[config.mk]
export PLATFORM = sky130hd
export DESIGN_NAME = light_control_multi
export DESIGN_NICKNAME = d
export VERILOG_FILES = /design/src/rtl/light_pkg.sv /design/src/rtl/light_zone.sv /design/src/rtl/light_control_multi.sv
export SDC_FILE = /design/constraint.sdc
export NUM_CORES = 1
export LEC_CHECK = 0
export ABC_CLOCK_PERIOD_IN_PS = 2400
export BUFFER_PORTS_ARGS = -buffer_cell sky130_fd_sc_hd__buf_2
export CAP_MARGIN = 20
export CORE_MARGIN = 2
export CORE_UTILIZATION = 58
export CTS_BUF_LIST = sky130_fd_sc_hd__clkbuf_4
export DETAILED_ROUTE_END_ITERATION = 6
export PLACE_DENSITY = 0.83
export SLEW_MARGIN = 10
export SYNTH_ARGS = -nofsm -noshare
export SYNTH_HDL_FRONTEND = slang
export SYNTH_SLANG_ARGS = --single-unit
[constraint.sdc]
create_clock -name clk -period 2.4 [get_ports clk]
set_input_delay 0.24 -clock clk [delete_from_list [all_inputs] [get_ports clk]]
set_output_delay 0.24 -clock clk [all_outputs]
set_load 0.005 [all_outputs]
[src/rtl/light_pkg.sv]
// Shared level encodings and types for the multi-zone light controller.
package light_pkg;

  typedef logic [1:0] level_t;

  localparam level_t LIGHTS_OFF      = 2'd0;
  localparam level_t LOW_LUMINOSITY  = 2'd1;
  localparam level_t MID_LUMINOSITY  = 2'd2;
  localparam level_t HIGH_LUMINOSITY = 2'd3;

  localparam int COLOR_COUNT = 4;
  localparam int COLOR_W     = $clog2(COLOR_COUNT);

endpackage

[src/rtl/light_zone.sv]
// One zone: raw level compare, hysteresis target, ramped luminosity, colour counter.
// Optional LIGHT_OVERRIDE_EN adds a direct level override per zone.
module light_zone
  import light_pkg::*;
#(
  parameter int SENSOR_W = 8,
  parameter int T_HIGH   = 15,
  parameter int T_MID    = 30,
  parameter int T_LOW    = 50,
  parameter int HYST     = 2
) (
  input  logic                clk,
  input  logic                reset,
  input  logic                tick,
  input  logic                color_button,
  input  logic [SENSOR_W-1:0] sensor,
`ifdef LIGHT_OVERRIDE_EN
  input  logic                override_en,
  input  level_t              override_level,
`endif
  output level_t              luminosity,
  output logic [COLOR_W-1:0]  color,
  output logic                settled
);

  // One extra bit so threshold+margin never wraps back into the sensor range.
  localparam logic [SENSOR_W:0] TH_HIGH  = (SENSOR_W+1)'(T_HIGH);
  localparam logic [SENSOR_W:0] TH_MID   = (SENSOR_W+1)'(T_MID);
  localparam logic [SENSOR_W:0] TH_LOW   = (SENSOR_W+1)'(T_LOW);
  localparam logic [SENSOR_W:0] DIM_HIGH = (SENSOR_W+1)'(T_HIGH + HYST);
  localparam logic [SENSOR_W:0] DIM_MID  = (SENSOR_W+1)'(T_MID + HYST);
  localparam logic [SENSOR_W:0] DIM_LOW  = (SENSOR_W+1)'(T_LOW + HYST);

  logic [SENSOR_W:0]   sample_s;
  logic [SENSOR_W:0]   dim_limit_s;
  level_t              raw_s;
  level_t              next_target_s;
  level_t              next_lum_s;
  level_t              target_r;
  level_t              lum_r;
  logic                btn_prev_r;
  logic [COLOR_W-1:0]  color_r;

  assign sample_s = {1'b0, sensor};

  // Raw level from contiguous threshold bands.
  always_comb begin
    if (sample_s < TH_HIGH) begin
      raw_s = HIGH_LUMINOSITY;
    end else if (sample_s < TH_MID) begin
      raw_s = MID_LUMINOSITY;
    end else if (sample_s < TH_LOW) begin
      raw_s = LOW_LUMINOSITY;
    end else begin
      raw_s = LIGHTS_OFF;
    end
  end

  // Sensor level needed to leave the current target band when dimming.
  always_comb begin
    case (target_r)
      HIGH_LUMINOSITY: dim_limit_s = DIM_HIGH;
      MID_LUMINOSITY:  dim_limit_s = DIM_MID;
      LOW_LUMINOSITY:  dim_limit_s = DIM_LOW;
      default:         dim_limit_s = {(SENSOR_W+1){1'b1}};
    endcase
  end

  // Brighten at once; dim only past the hysteresis margin.
  always_comb begin
    next_target_s = target_r;
    if (raw_s > target_r) begin
      next_target_s = raw_s;
    end else if ((raw_s < target_r) && (sample_s >= dim_limit_s)) begin
      next_target_s = raw_s;
    end else begin
      next_target_s = target_r;
    end
  end

  // One step toward the current target per tick.
  always_comb begin
    next_lum_s = lum_r;
    if (tick && (lum_r < target_r)) begin
      next_lum_s = lum_r + 2'd1;
    end else if (tick && (lum_r > target_r)) begin
      next_lum_s = lum_r - 2'd1;
    end else begin
      next_lum_s = lum_r;
    end
  end

  // Target and driven level registers.
  always_ff @(posedge clk or negedge reset) begin
    if (!reset) begin
      target_r <= LIGHTS_OFF;
      lum_r    <= LIGHTS_OFF;
`ifdef LIGHT_OVERRIDE_EN
    end else if (override_en) begin
      target_r <= override_level;
      lum_r    <= override_level;
`endif
    end else begin
      target_r <= next_target_s;
      lum_r    <= next_lum_s;
    end
  end

  // Colour advances once per button rising edge.
  always_ff @(posedge clk or negedge reset) begin
    if (!reset) begin
      btn_prev_r <= 1'b0;
      color_r    <= {COLOR_W{1'b0}};
    end else begin
      btn_prev_r <= color_button;
      if (color_button && !btn_prev_r) begin
        color_r <= color_r + COLOR_W'(1);
      end else begin
        color_r <= color_r;
      end
    end
  end

  assign luminosity = lum_r;
  assign color      = color_r;
`ifdef LIGHT_OVERRIDE_EN
  assign settled    = override_en | (lum_r == target_r);
`else
  assign settled    = (lum_r == target_r);
`endif

endmodule

[src/rtl/light_control_multi.sv]
// Multi-zone light controller: shared ramp prescaler plus one light_zone per zone.
// Optional LIGHT_OVERRIDE_EN adds override_en / override_level ports.
module light_control_multi
  import light_pkg::*;
#(
  parameter int ZONES    = 4,
  parameter int SENSOR_W = 8,
  parameter int T_HIGH   = 15,
  parameter int T_MID    = 30,
  parameter int T_LOW    = 50,
  parameter int HYST     = 2,
  parameter int RAMP_DIV = 1000
) (
  input  logic                      clk,
  input  logic                      reset,
  input  logic [ZONES-1:0]          color_button,
  input  logic [ZONES*SENSOR_W-1:0] sunlight_sensor,
`ifdef LIGHT_OVERRIDE_EN
  input  logic [ZONES-1:0]          override_en,
  input  logic [ZONES*2-1:0]        override_level,
`endif
  output logic [ZONES*2-1:0]        luminosity,
  output logic [ZONES*2-1:0]        color,
  output logic [ZONES-1:0]          settled
);

  // A one-cycle divider still needs a 1-bit counter that never leaves zero.
  localparam int              CNT_W    = (RAMP_DIV > 1) ? $clog2(RAMP_DIV) : 1;
  localparam logic [CNT_W-1:0] CNT_LAST = CNT_W'(RAMP_DIV - 1);

  logic [CNT_W-1:0] presc_r;
  logic             tick_s;

  assign tick_s = (presc_r == CNT_LAST);

  // Shared ramp prescaler, wraps on the terminal count.
  always_ff @(posedge clk or negedge reset) begin
    if (!reset) begin
      presc_r <= {CNT_W{1'b0}};
    end else if (tick_s) begin
      presc_r <= {CNT_W{1'b0}};
    end else begin
      presc_r <= presc_r + CNT_W'(1);
    end
  end

  for (genvar z = 0; z < ZONES; z++) begin : g_zone
    light_zone #(
      .SENSOR_W (SENSOR_W),
      .T_HIGH   (T_HIGH),
      .T_MID    (T_MID),
      .T_LOW    (T_LOW),
      .HYST     (HYST)
    ) u_zone (
      .clk            (clk),
      .reset          (reset),
      .tick           (tick_s),
      .color_button   (color_button[z]),
      .sensor         (sunlight_sensor[z*SENSOR_W +: SENSOR_W]),
`ifdef LIGHT_OVERRIDE_EN
      .override_en    (override_en[z]),
      .override_level (override_level[z*2 +: 2]),
`endif
      .luminosity     (luminosity[z*2 +: 2]),
      .color          (color[z*2 +: 2]),
      .settled        (settled[z])
    );
  end

endmodule

# [After elaboration in Yosys (flattened, before gate mapping)]
# Cells that the tools add are included.
[totals] reg_bits=38 output_inout_bits=20
[classes] n_addsub=13 n_lt_le_gt_ge=32 n_eq_ne=17 mux=33 n_reduce_logical=28
[op_table] op="$pmux W9 S3" n=4
[op_table] op="$mux W2" n=24
[op_table] op="$ge A8 B9 Y1" n=4
[op_table] op="$lt A8 B4 Y1 const B" n=4
[op_table] op="$lt A8 B5 Y1 const B" n=4
[op_table] op="$lt A8 B6 Y1 const B" n=4
[op_table] op="$add A2 B1 Y2 const B" n=8
[op_table] op="$eq A2 B2 Y1 const B" n=8
[op_table] op="$gt A2 B2 Y1" n=8
[op_table] op="$logic_and A1 B1 Y1" n=16
[op_table] op="$lt A2 B2 Y1" n=8
[op_table] op="$reduce_bool A2 Y1" n=8
[op_table] op="$add A10 B1 Y10 const B" n=1
[op_table] op="$eq A10 B10 Y1 const B" n=1
[op_table] op="$mux W10" n=1
[op_table] op="$eq A2 B1 Y1 const B" n=4
[op_table] op="$eq A2 B2 Y1" n=4
[op_table] op="$sub A2 B1 Y2 const B" n=4
[op_table] op="$logic_not A1 Y1" n=4
[op_table] op="$mux W1" n=4

# [Longest topological paths before layout]
# Gate-level depths: netlist of run 1.
[logic_depth] word_depth=8 depth_mapped=9 ltp_nobuf=9

# [Modules after synthesis]
# From an unflattened synthesis of run 1, not the netlist that was laid out.
[hier_totals] hier_cells=322 hier_area_um2=3314.4
[modules_own_cells] module="light_zone at g_zone[1].u_zone ..." instances=3 cells_each=70 area_each_um2=708.2 seq_area_each_um2=175.2
[modules_own_cells] module="light_zone at g_zone[0].u_zone" instances=1 cells_each=69 area_each_um2=706.9 seq_area_each_um2=175.2
[modules_own_cells] module="light_control_multi" instances=1 cells_each=43 area_each_um2=483.0 seq_area_each_um2=250.2

# [Worst setup path before layout of run 1]
# Ideal clock, no wire load.
[synth_timing] path_type="reg-to-reg" startpoint="register g_zone[3].u_zone.target_r[0]" endpoint="register g_zone[3].u_zone.target_r[1]" setup_ns=0.128 arrival_ns=2.089 slack_ns=0.183 path_stages_with_launch=10 path_buffers=0 synth_period_minus_slack_ns=2.217 cell_sequence="dfrtp_1 > inv_1 > ha_1 > inv_1 > ha_1 > nor2b_1 > o31ai_1 > a21oi_1 > o31ai_2 > mux2_1"
[synth_between] elab_chain_len=5 elab_cells_between_ends=10 classes_between="order compare: 3; eq/ne: 3; mux: 2; reduce/logical: 2"
[synth_lines] element="from (decl)" line_no="light_zone.sv:39" rtl="level_t target_r;"
[synth_lines] element="from (signal assigned)" line_no="light_zone.sv:104" rtl="target_r <= next_target_s;"
[synth_lines] element="$eq A2 B1 Y1 or $eq A2 B2 Y1 (tied branches)" line_no="light_zone.sv:61" rtl="case (target_r)"
[synth_lines] element="$pmux W9 S3" line_no="light_zone.sv:61"
[synth_lines] element="$ge A8 B9 Y1" line_no="light_zone.sv:74" rtl="end else if ((raw_s < target_r) && (sample_s >= dim_limit_s)) begin"
[synth_lines] element="$logic_and A1 B1 Y1" line_no="light_zone.sv:74"
[synth_lines] element="$reduce_bool A2 Y1 (no source line)"
# Several ways; a longest one is shown, not always the timed one.
# A chain may end at the register's enable or synchronous reset.

# [Final worst setup path of run 1]
[layout_timing] startpoint="register g_zone[2].u_zone.target_r[0]" endpoint="register g_zone[2].u_zone.target_r[1]"
[layout_between] elab_chain_len=5 elab_cells_between_ends=10 classes_between="order compare: 3; eq/ne: 3; mux: 2; reduce/logical: 2"
[layout_lines] element="from (decl)" line_no="light_zone.sv:39"
[layout_lines] element="from (signal assigned)" line_no="light_zone.sv:104"
[layout_lines] element="$eq A2 B1 Y1 or $eq A2 B2 Y1 (tied branches)" line_no="light_zone.sv:61"
[layout_lines] element="$pmux W9 S3" line_no="light_zone.sv:61"
[layout_lines] element="$ge A8 B9 Y1" line_no="light_zone.sv:74"
[layout_lines] element="$logic_and A1 B1 Y1" line_no="light_zone.sv:74"
[layout_lines] element="$reduce_bool A2 Y1 (no source line)"
# Several ways; a longest one is shown, not always the timed one.

==> impl_metrics.toml, run 1 <==
[run_status]
outcome = "finished, violations left"
violations = "negative hold slack"

[timing]
hold_viol = 22
final-setup-viol-count = 0
finalSetupTns_ns = 0
fmax_ghz = 0.435
rsz0062_at_grt = "false"
slew_headroom = 0.445
hold_ws_ns = -0.0230
finalClockSkew_ns = 0.0110
fin_crit_ns = 2.30
worst_slack_ns = 0.101
fin_crit_sh = 0.958
drv_slew = 0
worst_pin_slew_ns = 0.833

[yosys]
syn_area_um2 = 3200
syn-instance-count = 339
synth_cell_types = 44
synth-edff-count = 0
ys_ff_latch = 38
ys_warn_count = 0
seq_area_frac_synth = 0.297
synthArstFlopShare = 1.00
syn_avg_cell_area_um2 = 9.45
synth_ff_type = "dfrtp_1"
syn-num-nets = 444

[worst_setup_path]
path_cells = "inv_1 -> ha_2 -> inv_2 -> ha_4 -> nand4_1 -> o21bai_1 -> o2111ai_1 -> a32oi_2 -> mux2_2"
rr_endpoint = "g_zone[2].u_zone.target_r[1]"
critPathMaxStageDelay_ns = 0.43
startpoint = "g_zone[2].u_zone.target_r[0]"
crit_end = "g_zone[2].u_zone.target_r[1]"
cp.arrival_ns = 2.54
reg2reg_from = "g_zone[2].u_zone.target_r[0]"
r2r_cells = 9
cp.depth = 9
critPathMaxFanout = 5
start_kind = "register"
crit_family = "compound AO/OA/AOI/OAI gates"
rrSetupSlack_ns = 0.10
cp_slowest_cell = "dfrtp_1"
crit_path_end_kind = "register"
path_buf_inv = 2
critPathKind = "reg -> reg"
crit_required_ns = 2.64

[finish]
final_nets = 509
finalInstanceArea_um2 = 3680
syn_to_final_growth_pct = 15.0
final_util = 0.681
antenna_cells = 0
final_cells = 476
layout-drive-gt1-share = 0.220

[grt]
grt.overflow.total = 0
grt_pass1_vias = 2587
grt_max_degree = 39
grt_pass1_wl_um = 10600
grtUsageTotal = 0.212
antenna_found_initial = 0

[placed_design]
gp_congestion = 0.877
dp.cells = 465
place_ws_ns = -0.00681
placed_cell_area_um2 = 3560
port_buffers = 57
hpwl_um = 4840

[route]
met3_length_um = 135
drt_iter0_markers = 57
wl_per_cell_um = 12.5
viasPerCell = 5.38
drt-met1-wl_um = 2690
first_pass_iters = 4
routed-via-count = 2560
ant_nets = 0
topRoutingLayerUsed = "met4"
post-route-drc-count = 0
wl_met2_um = 3020
routed_wl_um = 5940

[clocking]
cts_tree = "yes"
clkTransAtPathRegs_ns = 0.11
cts.htree.levels = 2
clockBufferDepth = 2
worstSkewPairLatency_ns = 0.34
clock-sinks = 38
cts_buffers = 5
root_buffer = "clkbuf_4"
holdBufCountCts = 0

[flow_run]
max-cap-violations = 0

[floorplanning]
core.rowCount = 27
ioPinCount = 58
start_util = 0.593
die_h_um = 78.3
dieArea_um2 = 6130
die_x_um = 78.3
coreArea_um2 = 5410

[power]
ir_drop_uv = 539
p_total_mw = 3.23
powerDensity_nw_per_um2 = 876
leakagePower_nw = 1.88

[worst_hold_path]
hp-class = "in -> async"
## cell usage after synthesis (2+ instances only)
cell type  number  share of area
o21ai_0        20          0.031
nand2b_1       10          0.020
nor4_1          4         0.0078
nand3b_1        5          0.012
nand2_1        17          0.020
xor2_1          7          0.019
dfrtp_1        38           0.30
a32o_1          2         0.0063
nand4_1         4         0.0078
nor2_1         31          0.036
and4_1          2         0.0055
o2111ai_1       2         0.0055
buf_4           4         0.0094
a21oi_1        21          0.033
a41oi_1         2         0.0055
o31ai_1         4         0.0094
nand3_1         7          0.011
inv_1          42          0.049
xnor2_1        15          0.041
o211ai_1        2         0.0047
ha_1           67           0.26
and3b_1         2         0.0055
mux2_2          3          0.011
mux2i_1         8          0.025
## cell type report
class / instances / area, um2
timing repair buffer: 62 / 323
sequential: 38 / 952
fill: 448 / 1720
tap: 72 / 90.1
inverter: 42 / 158
clock buffer: 5 / 37.5
clock inverter: 2 / 33.8
multi-input combinational: 255 / 2090
## layer usage
metal | global-route usage | up-vias
met3 | 0.0333 | 8
met1 | 0.250 | 1193
met5 | 0 | -
met2 | 0.392 | 38
met4 | 0.0719 | 0
li1 | - | 1321
## flip-flops by register name, indices dropped and copies added, names as in the netlist
signal	cells
g_zone.u_zone.target_r	8
g_zone.u_zone.color	8
presc_r	10
g_zone.u_zone.luminosity	8
g_zone.u_zone.btn_prev_r	4
## report_power, final
group	switching [mW]	total (mW)	internal, mW
clock	0.199	0.410	0.211
sequential	0.130	0.903	0.773
combinational	0.989	1.91	0.924
## cell families (layout without fill, tap and decap cells)
| group | count (synthesis) | count (layout) | synth area share |
|---|---|---|---|
| adders and majority gates | 67 | 67 | 0.262 |
| muxes | 12 | 12 | 0.0391 |
| and+or+nand+nor | 91 | 91 | 0.159 |
| AOI/OAI and AO/OA | 63 | 63 | 0.125 |
| DFF | 38 | 38 | 0.297 |
| xor gates and xnor gates | 22 | 22 | 0.0602 |
| buffers and inverters | 46 | 111 | 0.0586 |
## worst min path at each step
| stage | from | end |
|---|---|---|
| floorplan | reset | g_zone[0].u_zone.btn_prev_r |
| global placement | reset | g_zone[1].u_zone.color[1] |
| detailed placement | color_button[2] | g_zone[2].u_zone.btn_prev_r |
| CTS | reset | g_zone[1].u_zone.color[1] |
| global route | color_button[0] | g_zone[0].u_zone.btn_prev_r |
| finish | reset | g_zone[1].u_zone.color[1] |
## layout by cell type (no fill, tap or decap), types with 7 or more instances in the layout
cell	Yosys	routed
nand2b_1	10	10
nor2_1	31	31
buf_2	0	57
a21oi_1	21	21
dfrtp_1	38	37
o21ai_0	20	20
xor2_1	7	7
nand2_1	17	17
ha_1	67	64
nand3_1	7	7
inv_1	42	37
mux2i_1	8	8
xnor2_1	15	15
## what timing repair did
item / CTS / global route
gates resized for setup: 0 / 11
setup endpoints to repair: 1 / 5
pin swaps: 1 / 5
setup buffers: 1 / 3
## worst register-to-register path, stage by stage, from the launching register on
cell	delay, ns
dfrtp_1	0.43
inv_1	0.13
ha_2	0.21
inv_2	0.08
ha_4	0.28
nand4_1	0.14
o21bai_1	0.17
o2111ai_1	0.16
a32oi_2	0.25
mux2_2	0.36
No activity file was read; power rests on OpenSTA's default activity.
==> inputs of run 2 (changes only) <==
==> constraint.sdc (replaced) <==
create_clock -name clk -period 2.4 [get_ports clk]
set_input_delay 0 -clock clk [delete_from_list [all_inputs] [get_ports clk]]
set_output_delay 0 -clock clk [all_outputs]
set_load 0.005 [all_outputs]
==> impl_metrics.toml, run 2 (same netlist as run 1, synthesis figures left out) <==
[run_status]
outcome = "completed"

[route]
drt_iter0_markers = 70
ant_nets = 0
routed_wl_um = 6100
viasPerCell = 5.37
first_pass_iters = 4
post-route-drc-count = 0
wl_per_cell_um = 12.6
routed-via-count = 2611

[clocking]
cts_buffers = 5
clockBufferDepth = 2
worstSkewPairLatency_ns = 0.34
clock-sinks = 38
cts.htree.levels = 2
clkTransAtPathRegs_ns = 0.11
cts_tree = "yes"
root_buffer = "clkbuf_4"

[worst_setup_path]
critPathKind = "reg -> reg"
cp_slowest_cell = "dfrtp_1"
crit_end = "g_zone[2].u_zone.target_r[1]"
rrSetupSlack_ns = 0.13
critPathMaxStageDelay_ns = 0.43
critPathMaxFanout = 5
cp.arrival_ns = 2.51
crit_required_ns = 2.64
start_kind = "register"
startpoint = "g_zone[2].u_zone.target_r[0]"
path_cells = "inv_1 -> ha_2 -> inv_2 -> ha_4 -> nand4_1 -> o21bai_1 -> o2111ai_1 -> a32oi_2 -> mux2_2"
reg2reg_from = "g_zone[2].u_zone.target_r[0]"
rr_endpoint = "g_zone[2].u_zone.target_r[1]"
r2r_cells = 9
crit_path_end_kind = "register"

[timing]
fin_crit_ns = 2.27
fmax_ghz = 0.441
hold_viol = 0
finalClockSkew_ns = 0.00473
hold_ws_ns = 0.00699
drv_slew = 0
worst_pin_slew_ns = 0.827
slew_headroom = 0.449
final-setup-viol-count = 0
fin_crit_sh = 0.946

[floorplanning]
die_h_um = 78.3
dieArea_um2 = 6130
core.rowCount = 27
die_x_um = 78.3
ioPinCount = 58
coreArea_um2 = 5410
start_util = 0.593

[finish]
largest_register_ffs = 10
final_common_cell = "ha_1"
antenna_cells = 0
final_nets = 519
finalInstanceArea_um2 = 3790
layout-drive-gt1-share = 0.220
regMostFlops = "presc_r"
final_cell_mix = "63 x ha_1, 57 x buf_2, 39 x inv_1"
syn_to_final_growth_pct = 18.4

[power]
powerDensity_nw_per_um2 = 872
ir_drop_uv = 508
leakagePower_nw = 1.92

[worst_hold_path]
hp-class = "in -> reg"

[grt]
grt.overflow.total = 0
grt_max_degree = 39
antenna_found_initial = 0
grt_pass1_wl_um = 10900
grt_pass1_vias = 2606
grtUsageTotal = 0.216

[flow_run]
max-cap-violations = 0

[placed_design]
port_buffers = 57
placed_cell_area_um2 = 3560
gp_congestion = 0.912
hpwl_um = 4930
==> run 2: cell count changes in the layout (fill, tap and decap cells not counted), sizes merged <==
cell         delta
buf             +2
dlygate4sd3     +8
==> run 2: area by class of cell <==
cell class	count	area (um2)
clock buffer	5	37.5
clock inverter	2	33.8
fill	434	1610
inverter	42	158
multi-input combinational	255	2100
sequential	38	953
tap	72	90.1
timing repair buffer	72	418
==> run 2: critical path, delay by kind of cell, from the launching register on <==
family | cells | cell delay, ns
buffers and inverters | 2 | 0.21
muxes | 1 | 0.36
adders and majority gates | 2 | 0.49
AOI/OAI and AO/OA | 3 | 0.54
and+or+nand+nor | 1 | 0.14
DFF | 1 | 0.43
==> run 2: per-stage QoR <==
stage	setup slack, ns	instances	setup TNS (ns)	util	power [mW]
CTS	0.0361	481	0	0.687	3.19
global placement	0.136	466	0	0.659	2.65
global route	-0.00981	486	-0.00981	0.702	3.68
detailed placement	0.0525	466	0	0.659	2.75
floorplan	0.183	339	0	-	2.28
finish	0.130	486	0	0.702	3.31
==> run 2: worst min path at each step <==
stage | start | to | slack (ns) | cells past startpoint
2_1_floorplan | reset | g_zone[0].u_zone.btn_prev_r | -0.30 | 0
3_3_place_gp | reset | g_zone[1].u_zone.color[1] | 0.14 | 1
3_5_place_dp | color_button[1] | g_zone[1].u_zone.btn_prev_r | 0.14 | 1
4_1_cts | sunlight_sensor[23] | g_zone[2].u_zone.target_r[0] | 0.005 | 4
5_1_grt | sunlight_sensor[30] | g_zone[3].u_zone.target_r[0] | 0.01 | 3
6_report | sunlight_sensor[30] | g_zone[3].u_zone.target_r[0] | 0.007 | 3
==> run 2: repair_timing <==
action	CTS	global route
endpoints found under the hold margin	52	0
setup buffers	0	5
hold buffers	8	0
resized for setup	0	12
setup endpoints to repair	0	5
==> run 2: metal layers <==
layer / GRT usage / share of wire / up-vias / wire [um]
met2: 0.394 / 0.50 / 33 / 3050
met1: 0.261 / 0.46 / 1229 / 2810
met5: 0 / 0 / - / 0
li1: - / - / 1340 / -
met4: 0.0702 / 0.016 / 0 / 95
met3: 0.0322 / 0.025 / 9 / 150
==> run 2: power by group <==
group          switching (mW)  internal (mW)  total, mW  leakage [nW]
clock network           0.208          0.211      0.419        0.0387
registers               0.123          0.774      0.897         0.481
logic                    1.01          0.979       1.99          1.40
total                    1.34           1.96       3.31          1.92
==> inputs of run 3 (changes only) <==
--- a/config.mk
+++ b/config.mk
@@ -5,7 +5,7 @@
 export SDC_FILE = /design/constraint.sdc
 export NUM_CORES = 1
 export LEC_CHECK = 0
-export ABC_CLOCK_PERIOD_IN_PS = 2400
+export ABC_CLOCK_PERIOD_IN_PS = 2590
 export BUFFER_PORTS_ARGS = -buffer_cell sky130_fd_sc_hd__buf_2
 export CAP_MARGIN = 20
 export CORE_MARGIN = 2
==> constraint.sdc (replaced) <==
create_clock -name clk -period 2.59 [get_ports clk]
set_input_delay 0 -clock clk [delete_from_list [all_inputs] [get_ports clk]]
set_output_delay 0 -clock clk [all_outputs]
set_load 0.005 [all_outputs]
==> impl_metrics.toml, run 3 (same netlist as run 1, synthesis figures left out) <==
[clocking]
cts_buffers = 5
clockBufferDepth = 2
root_buffer = "clkbuf_4"
cts_setup_buffers = 0
cts.htree.levels = 2
clock-sinks = 38
clkTransAtPathRegs_ns = 0.12
worstSkewPairLatency_ns = 0.35
cts_tree = "yes"
cts_resized = 0

[finish]
multi_input_area_um2 = 2060
largest_register_ffs = 10
regMostFlops = "presc_r"
antenna_cells = 0
final_nets = 515
final_common_cell = "ha_1"
n_fill_cell = 450
syn_to_final_growth_pct = 15.9
layout-drive-gt1-share = 0.180
regArea_um2 = 951
final_cell_mix = "67 x ha_1, 57 x buf_2, 42 x inv_1"

[placed_design]
hpwl_um = 4710
port_buffers = 57
gp_congestion = 0.918

[route]
post-route-drc-count = 0
first_pass_iters = 4
ant_nets = 0
drt_iter0_markers = 77
routed_wl_um = 5950
routed-via-count = 2624
wl_per_cell_um = 12.3
viasPerCell = 5.43

[worst_setup_path]
cp.depth = 9
cp_slowest_cell = "dfrtp_1"
path_cells = "inv_1 -> ha_1 -> inv_1 -> ha_1 -> nor2b_1 -> o31ai_1 -> a21oi_1 -> o31ai_2 -> mux2_1"
start_kind = "register"
cp.arrival_ns = 2.67
rrSetupSlack_ns = 0.15
path_buf_inv = 2
r2r_cells = 9
critPathMaxFanout = 5
critPathMaxStageDelay_ns = 0.43
crit_path_end_kind = "register"
crit_family = "compound AO/OA/AOI/OAI gates"
critPathKind = "reg -> reg"
crit_required_ns = 2.82

[timing]
finalSetupTns_ns = 0
fin_crit_ns = 2.44
fin_crit_sh = 0.944
worst_pin_slew_ns = 0.835
slew_headroom = 0.443
final-setup-viol-count = 0
fmax_ghz = 0.409
hold_viol = 0
finalClockSkew_ns = 0.0120
drv_slew = 0
rsz0062_at_grt = "false"

[worst_hold_path]
hp-class = "in -> reg"
hold_depth = 4

[floorplanning]
die_h_um = 78.3
core.rowCount = 27
die_x_um = 78.3
dieArea_um2 = 6130
coreArea_um2 = 5410
start_util = 0.593
ioPinCount = 58

[grt]
grt.overflow.total = 0
grt_max_degree = 39
grtUsageTotal = 0.211
antenna_found_initial = 0
grt_pass1_vias = 2483
grt_pass1_wl_um = 10400

[flow_run]
max-cap-violations = 0

[power]
ir_drop_uv = 415
powerDensity_nw_per_um2 = 756
p_total_mw = 2.81
leakagePower_nw = 1.89

[run_status]
outcome = "completed"
==> run 3: cell count changes in the layout (fill, tap and decap cells not counted), sizes merged <==
| cell | before | now |
|---|---|---|
| dlygate4sd3 | 8 | 11 |
| buf | 64 | 57 |
| clkinvlp | 0 | 1 |
| bufinv | 1 | 0 |
| clkinv | 1 | 2 |
==> run 3: worst paths after layout <==
path                                               from                            to
setup / recovery           g_zone[3].u_zone.target_r[0]  g_zone[3].u_zone.target_r[1]
hold / removal                      sunlight_sensor[21]  g_zone[2].u_zone.target_r[0]
setup reg to reg           g_zone[3].u_zone.target_r[0]  g_zone[3].u_zone.target_r[1]
hold reg to reg               g_zone[0].u_zone.color[1]     g_zone[0].u_zone.color[1]
max in group asynchronous                         reset  g_zone[3].u_zone.target_r[1]
min in group asynchronous                         reset     g_zone[1].u_zone.color[1]
==> run 3: per-layer routing <==
metal	GRT usage	vias to the layer above	routed length, um
met2	0.383	44	3010
met5	0	-	0
met1	0.256	1245	2670
met4	0.0684	0	101
met3	0.0310	7	164
li1	-	1328	-
==> run 3: power breakdown <==
part           internal [mW]  switching (mW)  leakage [nW]
combinational          0.792           0.880          1.38
sequential             0.715           0.123         0.484
clock                  0.101           0.196        0.0286
==> run 3: tightest hold or removal path, stage by stage <==
cell and delay, ns:
buf_2 0.11, o21ai_0 0.09, nand2_1 0.09, mux2i_1 0.07
==> run 3: cell type report <==
| type | count | area share |
|---|---|---|
| clock buffers | 5 | 0.0101 |
| well taps | 72 | 0.0243 |
| multi-input cells | 255 | 0.556 |
| flip-flops and latches | 38 | 0.256 |
| inverters | 42 | 0.0425 |
| clock inverters | 3 | 0.00438 |
| repair buffers | 68 | 0.107 |
==> run 3: timing repair <==
item / CTS / global route
endpoints found under the hold margin: 53 / 0
endpoints found under the setup margin: 0 / 0
hold buffers: 11 / 0
==> run 3: through the flow <==
stage	util	instances	setup slack, ns	hold slack (ns)	instance area (um2)
finish	0.687	483	0.146	0.0448	3710
global route	0.687	483	0.0221	0.0694	3710
CTS	0.687	483	0.143	0.0300	3710
detailed placement	0.656	464	0.148	0.142	3550
global placement	0.656	464	0.253	0.135	3550
floorplan	-	339	0.373	-0.296	3200
